==> src/rtl/mem_bus_arbiter_pkg.sv <==
// pkg_mem_arb: shared types and constants for the two-master memory bus arbiter.
package pkg_mem_arb;
  typedef enum logic [1:0] {ST_IDLE, ST_BUSY_CPU, ST_BUSY_AUX} arb_state_e;
  localparam logic arb_req_cpu = 1'b0;
  localparam logic arb_req_aux = 1'b1;
  localparam int ARB_TIMEOUT_DEFAULT = 255;
  // Access-size encoding shared with the CPU's own bus.
  localparam logic CPU_SZ_8  = 1'b0;
  localparam logic CPU_SZ_16 = 1'b1;
  function automatic arb_state_e busy_state(input logic idx);
    return idx == arb_req_aux ? ST_BUSY_AUX : ST_BUSY_CPU;
  endfunction
endpackage

==> src/rtl/mem_bus_arbiter_rr_arbiter_2.sv <==
// rr_arbiter_2: combinational two-input round-robin pick favouring the requester that did not win last.
module rr_arbiter_2
  import pkg_mem_arb::*;
(
  input  logic [1:0] req_i,
  input  logic       last_i,
  output logic       grant_o,
  output logic       valid_o
);
  always_comb begin
    valid_o = |req_i;
    grant_o = &req_i ? ~last_i : (req_i[1] ? arb_req_aux : arb_req_cpu);
  end
endmodule

==> src/rtl/mem_bus_arbiter.sv <==
// mem_bus_arbiter: shares one memory port between the CPU and an auxiliary master with a timeout watchdog.
module mem_bus_arbiter
  import pkg_mem_arb::*;
#(
  parameter int ADDR_W  = 16,
  parameter int DATA_W  = 16,
  parameter int TIMEOUT = ARB_TIMEOUT_DEFAULT
) (
  input  logic              clk,
  input  logic              reset,
  input  logic              cpu_req,
  input  logic              cpu_we,
  input  logic              cpu_sz,
  input  logic [ADDR_W-1:0] cpu_addr,
  input  logic [DATA_W-1:0] cpu_wdata,
  output logic [DATA_W-1:0] cpu_rdata,
  output logic              cpu_ready,
  input  logic              aux_req,
  input  logic              aux_we,
  input  logic              aux_sz,
  input  logic [ADDR_W-1:0] aux_addr,
  input  logic [DATA_W-1:0] aux_wdata,
  output logic [DATA_W-1:0] aux_rdata,
  output logic              aux_ready,
  output logic              err,
  output logic              mem_req,
  output logic              mem_we,
  output logic              mem_sz,
  output logic [ADDR_W-1:0] mem_addr,
  output logic [DATA_W-1:0] mem_wdata,
  input  logic [DATA_W-1:0] mem_rdata,
  input  logic              mem_ready
);
  localparam int WD_W = $clog2(TIMEOUT + 1);
  arb_state_e      state_q;
  logic            last_q, gnt, gnt_vld, own_aux, abort;
  logic [WD_W-1:0] wd_q, wd_d;
  rr_arbiter_2 u_rr (
    .req_i  ({aux_req, cpu_req}),
    .last_i (last_q),
    .grant_o(gnt),
    .valid_o(gnt_vld)
  );
  assign wd_d    = wd_q + WD_W'(1);
  assign own_aux = state_q == ST_BUSY_AUX;
  // A memory answer on the watchdog's final cycle still counts as a normal completion.
  assign abort   = !mem_ready && wd_d == WD_W'(TIMEOUT);
  always_ff @(posedge clk or posedge reset) begin
    if (reset) begin
      state_q   <= ST_IDLE;
      last_q    <= arb_req_aux;
      wd_q      <= '0;
      cpu_rdata <= '0;
      cpu_ready <= 1'b0;
      aux_rdata <= '0;
      aux_ready <= 1'b0;
      err       <= 1'b0;
      mem_req   <= 1'b0;
      mem_we    <= 1'b0;
      mem_sz    <= 1'b0;
      mem_addr  <= '0;
      mem_wdata <= '0;
    end else begin
      cpu_ready <= 1'b0;
      aux_ready <= 1'b0;
      err       <= 1'b0;
      case (state_q)
        ST_IDLE: if (gnt_vld) begin
          state_q   <= busy_state(gnt);
          last_q    <= gnt;
          mem_req   <= 1'b1;
          mem_we    <= gnt ? aux_we : cpu_we;
          mem_sz    <= gnt ? aux_sz : cpu_sz;
          mem_addr  <= gnt ? aux_addr : cpu_addr;
          mem_wdata <= gnt ? aux_wdata : cpu_wdata;
        end
        ST_BUSY_CPU, ST_BUSY_AUX: begin
          if (mem_ready || abort) begin
            state_q   <= ST_IDLE;
            mem_req   <= 1'b0;
            wd_q      <= '0;
            err       <= abort;
            cpu_ready <= !own_aux;
            aux_ready <= own_aux;
            if (abort || !mem_we) begin
              if (own_aux) aux_rdata <= abort ? '0 : mem_rdata;
              else cpu_rdata <= abort ? '0 : mem_rdata;
            end
          end else begin
            wd_q <= wd_d;
          end
        end
        default: state_q <= ST_IDLE;
      endcase
    end
  end
endmodule

==> config.mk <==
export PLATFORM = sky130hd
export DESIGN_NAME = mem_bus_arbiter
export DESIGN_NICKNAME = d
export VERILOG_FILES = /design/src/rtl/mem_bus_arbiter_pkg.sv /design/src/rtl/mem_bus_arbiter_rr_arbiter_2.sv /design/src/rtl/mem_bus_arbiter.sv
export SDC_FILE = /design/constraint.sdc
export NUM_CORES = 1
export LEC_CHECK = 0
export ABC_AREA = 1
export CORE_ASPECT_RATIO = 0.9
export CORE_UTILIZATION = 39
export DETAILED_ROUTE_END_ITERATION = 10
export PLACE_DENSITY = 0.77
export SLEW_MARGIN = 20
export SYNTH_ARGS = -nofsm -noshare
export SYNTH_HDL_FRONTEND = slang
export SYNTH_SLANG_ARGS = --single-unit
export TNS_END_PERCENT = 10
==> constraint.sdc <==
create_clock -name clk -period 2.5 [get_ports clk]
set_input_delay 0.375 -clock clk [delete_from_list [all_inputs] [get_ports clk]]
set_output_delay 0.375 -clock clk [all_outputs]
set_load 0.05 [all_outputs]
Word-level counts from Yosys, hierarchy flattened
Index checks and enable logic that the tools add are counted.
{"block": "classes", "addsub": 1, "mul": 0, "n_div": 0, "magnitude_cmp": 0, "eq_ne": 5, "shift": 0, "n_mux": 21, "n_bitwise": 2, "n_reduce_logical": 16}
{"operator": "$mux W16", "n": 3}
{"operator": "$mux W1", "n": 12}
{"operator": "$add A8 B1 Y8 const B", "n": 1}
{"operator": "$eq A8 B8 Y1 const B", "n": 1}
{"operator": "$mux W8", "n": 1}
{"operator": "$reduce_and A4 Y1", "n": 2}
{"operator": "$mux W2", "n": 3}
{"operator": "$reduce_and A2 Y1", "n": 3}
{"operator": "$ne A2 B2 Y1 const B", "n": 2}
{"operator": "$pmux W2 S2", "n": 1}
{"operator": "$reduce_or A2 Y1", "n": 2}
{"operator": "$logic_not A1 Y1", "n": 3}
{"operator": "$reduce_and A3 Y1", "n": 1}
{"operator": "$eq A2 B1 Y1 const B", "n": 1}
{"operator": "$eq A2 B2 Y1 const B", "n": 1}
{"operator": "$logic_not A2 Y1", "n": 1}
{"operator": "$logic_or A1 B1 Y1", "n": 2}
{"operator": "$not A1 Y1", "n": 2}
{"operator": "$pmux W1 S2", "n": 1}
{"operator": "$reduce_bool A2 Y1", "n": 1}
{"operator": "$logic_and A1 B1 Y1", "n": 1}
{"block": "totals", "ff_bits": 81, "latch_bits": 0, "ramBits": 0, "romBits": 0, "inputBits": 89, "out_inout_bits": 70, "n_memories": 0}

Longest topological paths before layout
{"block": "depth", "word_depth": 6, "depth_mapped": 13}

Cells and area by module
A second synthesis with hierarchy kept.
{"block": "hier_totals", "cells_unflattened": 470, "hier_area_um2": 3812.4}
{"module": "mem_bus_arbiter", "n_inst": 1, "cells_each": 467, "area_each_um2": 3797.4, "seq_area_each_um2": 2028.2}
{"module": "rr_arbiter_2", "n_inst": 1, "cells_each": 3, "area_each_um2": 15.0, "seq_area_each_um2": 0.0}

Least setup slack after synthesis
OpenSTA, ideal clock, no wires.
{"block": "synth_timing", "path_kind": "reg2reg", "start": "register wd_q[0]", "end": "register cpu_rdata[0]", "t_arrival_ps": 1736, "t_required_ps": 2381, "setup_slack_ps": 644, "stages_incl_launch_ff": 12, "n_path_buf": 1, "synth_period_minus_slack_ps": 1856, "cell_sequence": "dfrtp_1 ha_1 nand3_1 o21ai_0 nand2_1 nor2_4 nand3_4 nand2_4 nand3_4 buf_6 nand2_1 nand2_1"}
{"block": "synth_via", "elab_chain_cells": 5, "word_cells_on_any_way": 7}
{"element": "from (decl)", "line_no": "mem_bus_arbiter.sv:37", "source": "logic [WD_W-1:0] wd_q, wd_d;"}
{"element": "from (signal assigned)", "line_no": "mem_bus_arbiter.sv:90", "source": "wd_q <= wd_d;"}
{"element": "$add A8 B1 Y8 *", "line_no": "mem_bus_arbiter.sv:44", "source": "assign wd_d = wd_q + WD_W'(1);"}
{"element": "$eq A8 B8 Y1 *", "line_no": "mem_bus_arbiter.sv:47", "source": "assign abort = !mem_ready && wd_d == WD_W'(TIMEOUT);"}
{"element": "$logic_and A1 B1 Y1 *", "line_no": "mem_bus_arbiter.sv:47"}
{"element": "$logic_or A1 B1 Y1, on equally long branches", "line_no": "mem_bus_arbiter.sv:78, mem_bus_arbiter.sv:85"}
{"element": "$reduce_and A4 Y1 (no source line)"}
{"element": "to (signal assigned)", "line_no": "mem_bus_arbiter.sv:87", "source": "else cpu_rdata <= abort ? '0 : mem_rdata;"}
{"element": "to (decl)", "line_no": "mem_bus_arbiter.sv:16", "source": "output logic [DATA_W-1:0] cpu_rdata,"}
Mark *: on every way between the ends. The rest lies on a longest branch, timed or not.
A chain may end at the register's enable or synchronous reset.

Worst setup path after layout
{"block": "layout_timing", "start": "register wd_q[0]", "end": "register cpu_rdata[7]"}
The elaborated chain is that of the path after synthesis.

==> flow_metrics.py <==
metrics = {
    "logic_synthesis": {
        "synth_ff_type": "dfrtp_1",
        "netlist_instances": 458,
        "synth_area_sq_um": 3800,
        "synth-async-reset-ratio_pct": 100,
        "synth.avg_cell_area_sq_um": 8.30,
        "synth-edff-count": 0,
        "synth_fp_nets": 551,
        "ys_ff_latch": 81,
        "seq_area_frac_synth_pct": 53.4,
        "yosys_warnings": 0,
        "synth_cell_type_count": 29,
    },
    "placed_design": {
        "dp_cells": 723,
        "place_area_sq_um": 5500,
        "io_buffers": 158,
        "place_congestion": 0.791,
        "dpl.hpwl_um": 7420,
    },
    "timing": {
        "tightest_slew_ns": 0.969,
        "rsz0062_at_grt": "no",
        "fin_setup_tns_ns": 0,
        "clock_skew_ns": 0.0150,
        "timing.slew.headroom_pct": 35.0,
        "setup_violations": 0,
        "post-route-min-period_ns": 2.12,
        "timing.hold.ws_ns": 0.366,
        "final_hold_viol_count": 0,
        "maxSlewViolCount": 0,
        "period_share_pct": 84.8,
        "fmax_mhz": 472,
    },
    "global_routing": {
        "grt-ovfl-total": 0,
        "grt_pass1_wl_um": 16700,
        "grt_start_max_net_pins": 52,
        "antenna_found_initial": 0,
        "grt_pass1_vias": 3635,
        "grtUsageTotal_pct": 21.0,
    },
    "drt": {
        "met1_length_um": 4170,
        "num_vias": 3584,
        "routed_wl_um": 9920,
        "met3WireLength_um": 951,
        "wire_per_inst_um": 13.4,
        "highest_layer": "met4",
        "drtPass1Iterations": 4,
        "wl_met2_um": 4650,
        "drt-initial-drc-count": 151,
        "final_antenna_net_count": 0,
        "viasPerCell": 4.85,
        "drc": 0,
    },
    "clock_network": {
        "cts_resized": 0,
        "cts_tree": "yes",
        "clk_pin_slew_worst_paths_ns": 0.09,
        "cts_buffers": 9,
        "clk_path_buf_depth": 2,
        "insertion_delay_ns": 0.34,
        "cts_hold_buf": 0,
        "cts_post_setup_buffers_inserted": 0,
        "cts_htree_levels": 3,
        "cts.sinks": 81,
        "clock-root-buffer": "clkbuf_8",
    },
    "pwr": {
        "vdd_ir_drop_max_uv": 702,
        "p_leak_nw": 2.62,
        "powerDensity_nw_per_um2": 1400,
    },
    "worst_setup_path": {
        "critPathLaunchType": "flop",
        "critPathCaptureType": "flop",
        "crit_arrival_ns": 2.39,
        "crit_required_ns": 2.77,
        "worstSetupPathType": "flop to flop",
        "critPathSlowestCell": "dfrtp_1",
        "timing.rr.end": "cpu_rdata[7]$_DFFE_PP0P_",
        "path_cells": "ha_1, nand3_1, o21ai_0, nand2_1, nor2_4, nand2_4, a21boi_4, nand3_1, nand2_1",
        "r2r_cells": 9,
        "r2r_slack_ns": 0.38,
        "cp_max_fo": 17,
        "timing.rr.start": "wd_q[0]$_DFFE_PP0N_",
        "max_stage_delay_ns": 0.44,
    },
    "finish": {
        "fillers": 797,
        "final_cell_mix": "nand2_1 (175), clkdlybuf4s50_1 (158), dfrtp_1 (80), nor2_1 (41), nand3_1 (37)",
        "antenna_cells": 0,
        "layout_commonest_cell": "nand2_1",
        "layout.cells.non_filler": 739,
        "seqCellArea_sq_um": 2030,
        "drive_gt1_share_pct": 6.81,
        "multi_input_area_sq_um": 1530,
        "finalInstanceArea_sq_um": 5710,
        "syn_to_final_growth_pct": 50.2,
        "nNetsFinal": 705,
        "final_util_pct": 61.5,
    },
    "floorplanning": {
        "rows": 33,
        "chipHeight_um": 95.7,
        "core_area_sq_um": 9290,
        "start_util_pct": 40.9,
        "die_area_sq_um": 10100,
        "die_w_um": 106,
        "ios": 159,
    },
    "status": {
        "status": "finished, final reports clean",
    },
    "min_path": {
        "hold_class": "input port to asynchronous set/reset pin",
    },
    "job": {
        "max_cap_viol_count": 0,
    },
}
-- per-layer routing --
metal  vias up  track usage (%)
met2       139             35.1
met1      1654             25.3
li1       1776                -
met3        15             7.45
met5         -                0
met4         0             7.18
-- metrics by stage --
| stage | total power [mW] | worst slack [ns] |
|---|---|---|
| 6_report | 7.98 | 0.379 |
| 5_1_grt | 8.47 | 0.0616 |
| 4_1_cts | 8.05 | 0.359 |
| 3_5_place_dp | 7.03 | 0.195 |
| 3_3_place_gp | 6.95 | 0.268 |
| 2_1_floorplan | 5.40 | 0.0466 |
-- cell usage after synthesis (2+ instances only) --
| cell type | count | area share, % |
|---|---|---|
| nand2_1 | 175 | 17 |
| dfrtp_1 | 80 | 53 |
| nor2_1 | 42 | 4.1 |
| nand3_1 | 37 | 4.9 |
| a31oi_1 | 34 | 5.6 |
| inv_1 | 30 | 3.0 |
| clkbuf_1 | 13 | 1.3 |
| o21ai_0 | 6 | 0.79 |
| o22ai_1 | 5 | 0.82 |
| buf_6 | 4 | 1.2 |
| ha_1 | 4 | 1.3 |
| nand2_2 | 3 | 0.49 |
| nand3_4 | 3 | 1.4 |
| buf_2 | 2 | 0.26 |
| buf_4 | 2 | 0.39 |
| clkinv_1 | 2 | 0.20 |
| nand2_4 | 2 | 0.59 |
| nor2_2 | 2 | 0.33 |
| nor2_4 | 2 | 0.59 |
-- critical path, delay by kind of cell, from the launching register on --
kind | cells | cell delay (ns)
flops | 1 | 0.44
fa+ha+maj | 1 | 0.22
simple gates | 6 | 0.78
compound gates | 2 | 0.59
-- state kept, by name (all words and copies together), names as in the netlist --
| register | flops |
|---|---|
| aux_rdata | 16 |
| aux_ready | 1 |
| cpu_rdata | 16 |
| cpu_ready | 1 |
| err | 1 |
| last_q | 1 |
| mem_addr | 16 |
| mem_req | 1 |
| mem_sz | 1 |
| mem_wdata | 16 |
| mem_we | 1 |
| state_q | 2 |
| wd_q | 8 |
-- how the worst max path moves through the flow --
stage	startpoint	to	slack (ns)	cells past startpoint
4_1_cts	wd_q[0]$_DFFE_PP0N_	aux_rdata[6]$_DFFE_PP0P_	0.36	9
3_5_place_dp	cpu_req	state_q[0]$_DFFE_PP0P_	0.19	5
3_3_place_gp	cpu_req	state_q[0]$_DFFE_PP0P_	0.27	5
5_1_grt	wd_q[0]$_DFFE_PP0N_	cpu_rdata[2]$_DFFE_PP0P_	0.06	9
2_1_floorplan	reset	aux_rdata[0]$_DFFE_PP0P_	0.05	1
6_report	wd_q[0]$_DFFE_PP0N_	cpu_rdata[7]$_DFFE_PP0P_	0.38	9
-- area by class of cell --
| cell class | instances | area share [%] |
|---|---|---|
| Timing Repair Buffer | 165 | 29.1 |
| Sequential cell | 81 | 35.5 |
| Tap cell | 122 | 2.67 |
| Multi-Input combinational cell | 322 | 26.9 |
| Clock inverter | 5 | 1.05 |
| Clock buffer | 11 | 2.65 |
| Inverter | 33 | 2.19 |
-- cells by family after synthesis --
group | count (synthesis) | synth area share [%]
AO/OA/AOI/OAI | 49 | 8.39
XOR/XNOR | 1 | 0.230
adder cells (fa/ha/maj) | 4 | 1.32
buffers and inverters | 55 | 6.48
flip-flops | 81 | 53.4
multiplexers | 1 | 0.263
AND/OR/NAND/NOR | 267 | 30.0
-- where the power goes --
part / internal, mW / switching (mW) / total (mW)
clock: 0.522 / 0.479 / 1.00
sequential: 1.91 / 0.360 / 2.27
combinational: 1.54 / 3.17 / 4.71
Note: power is estimated with default switching activity, not from simulation.
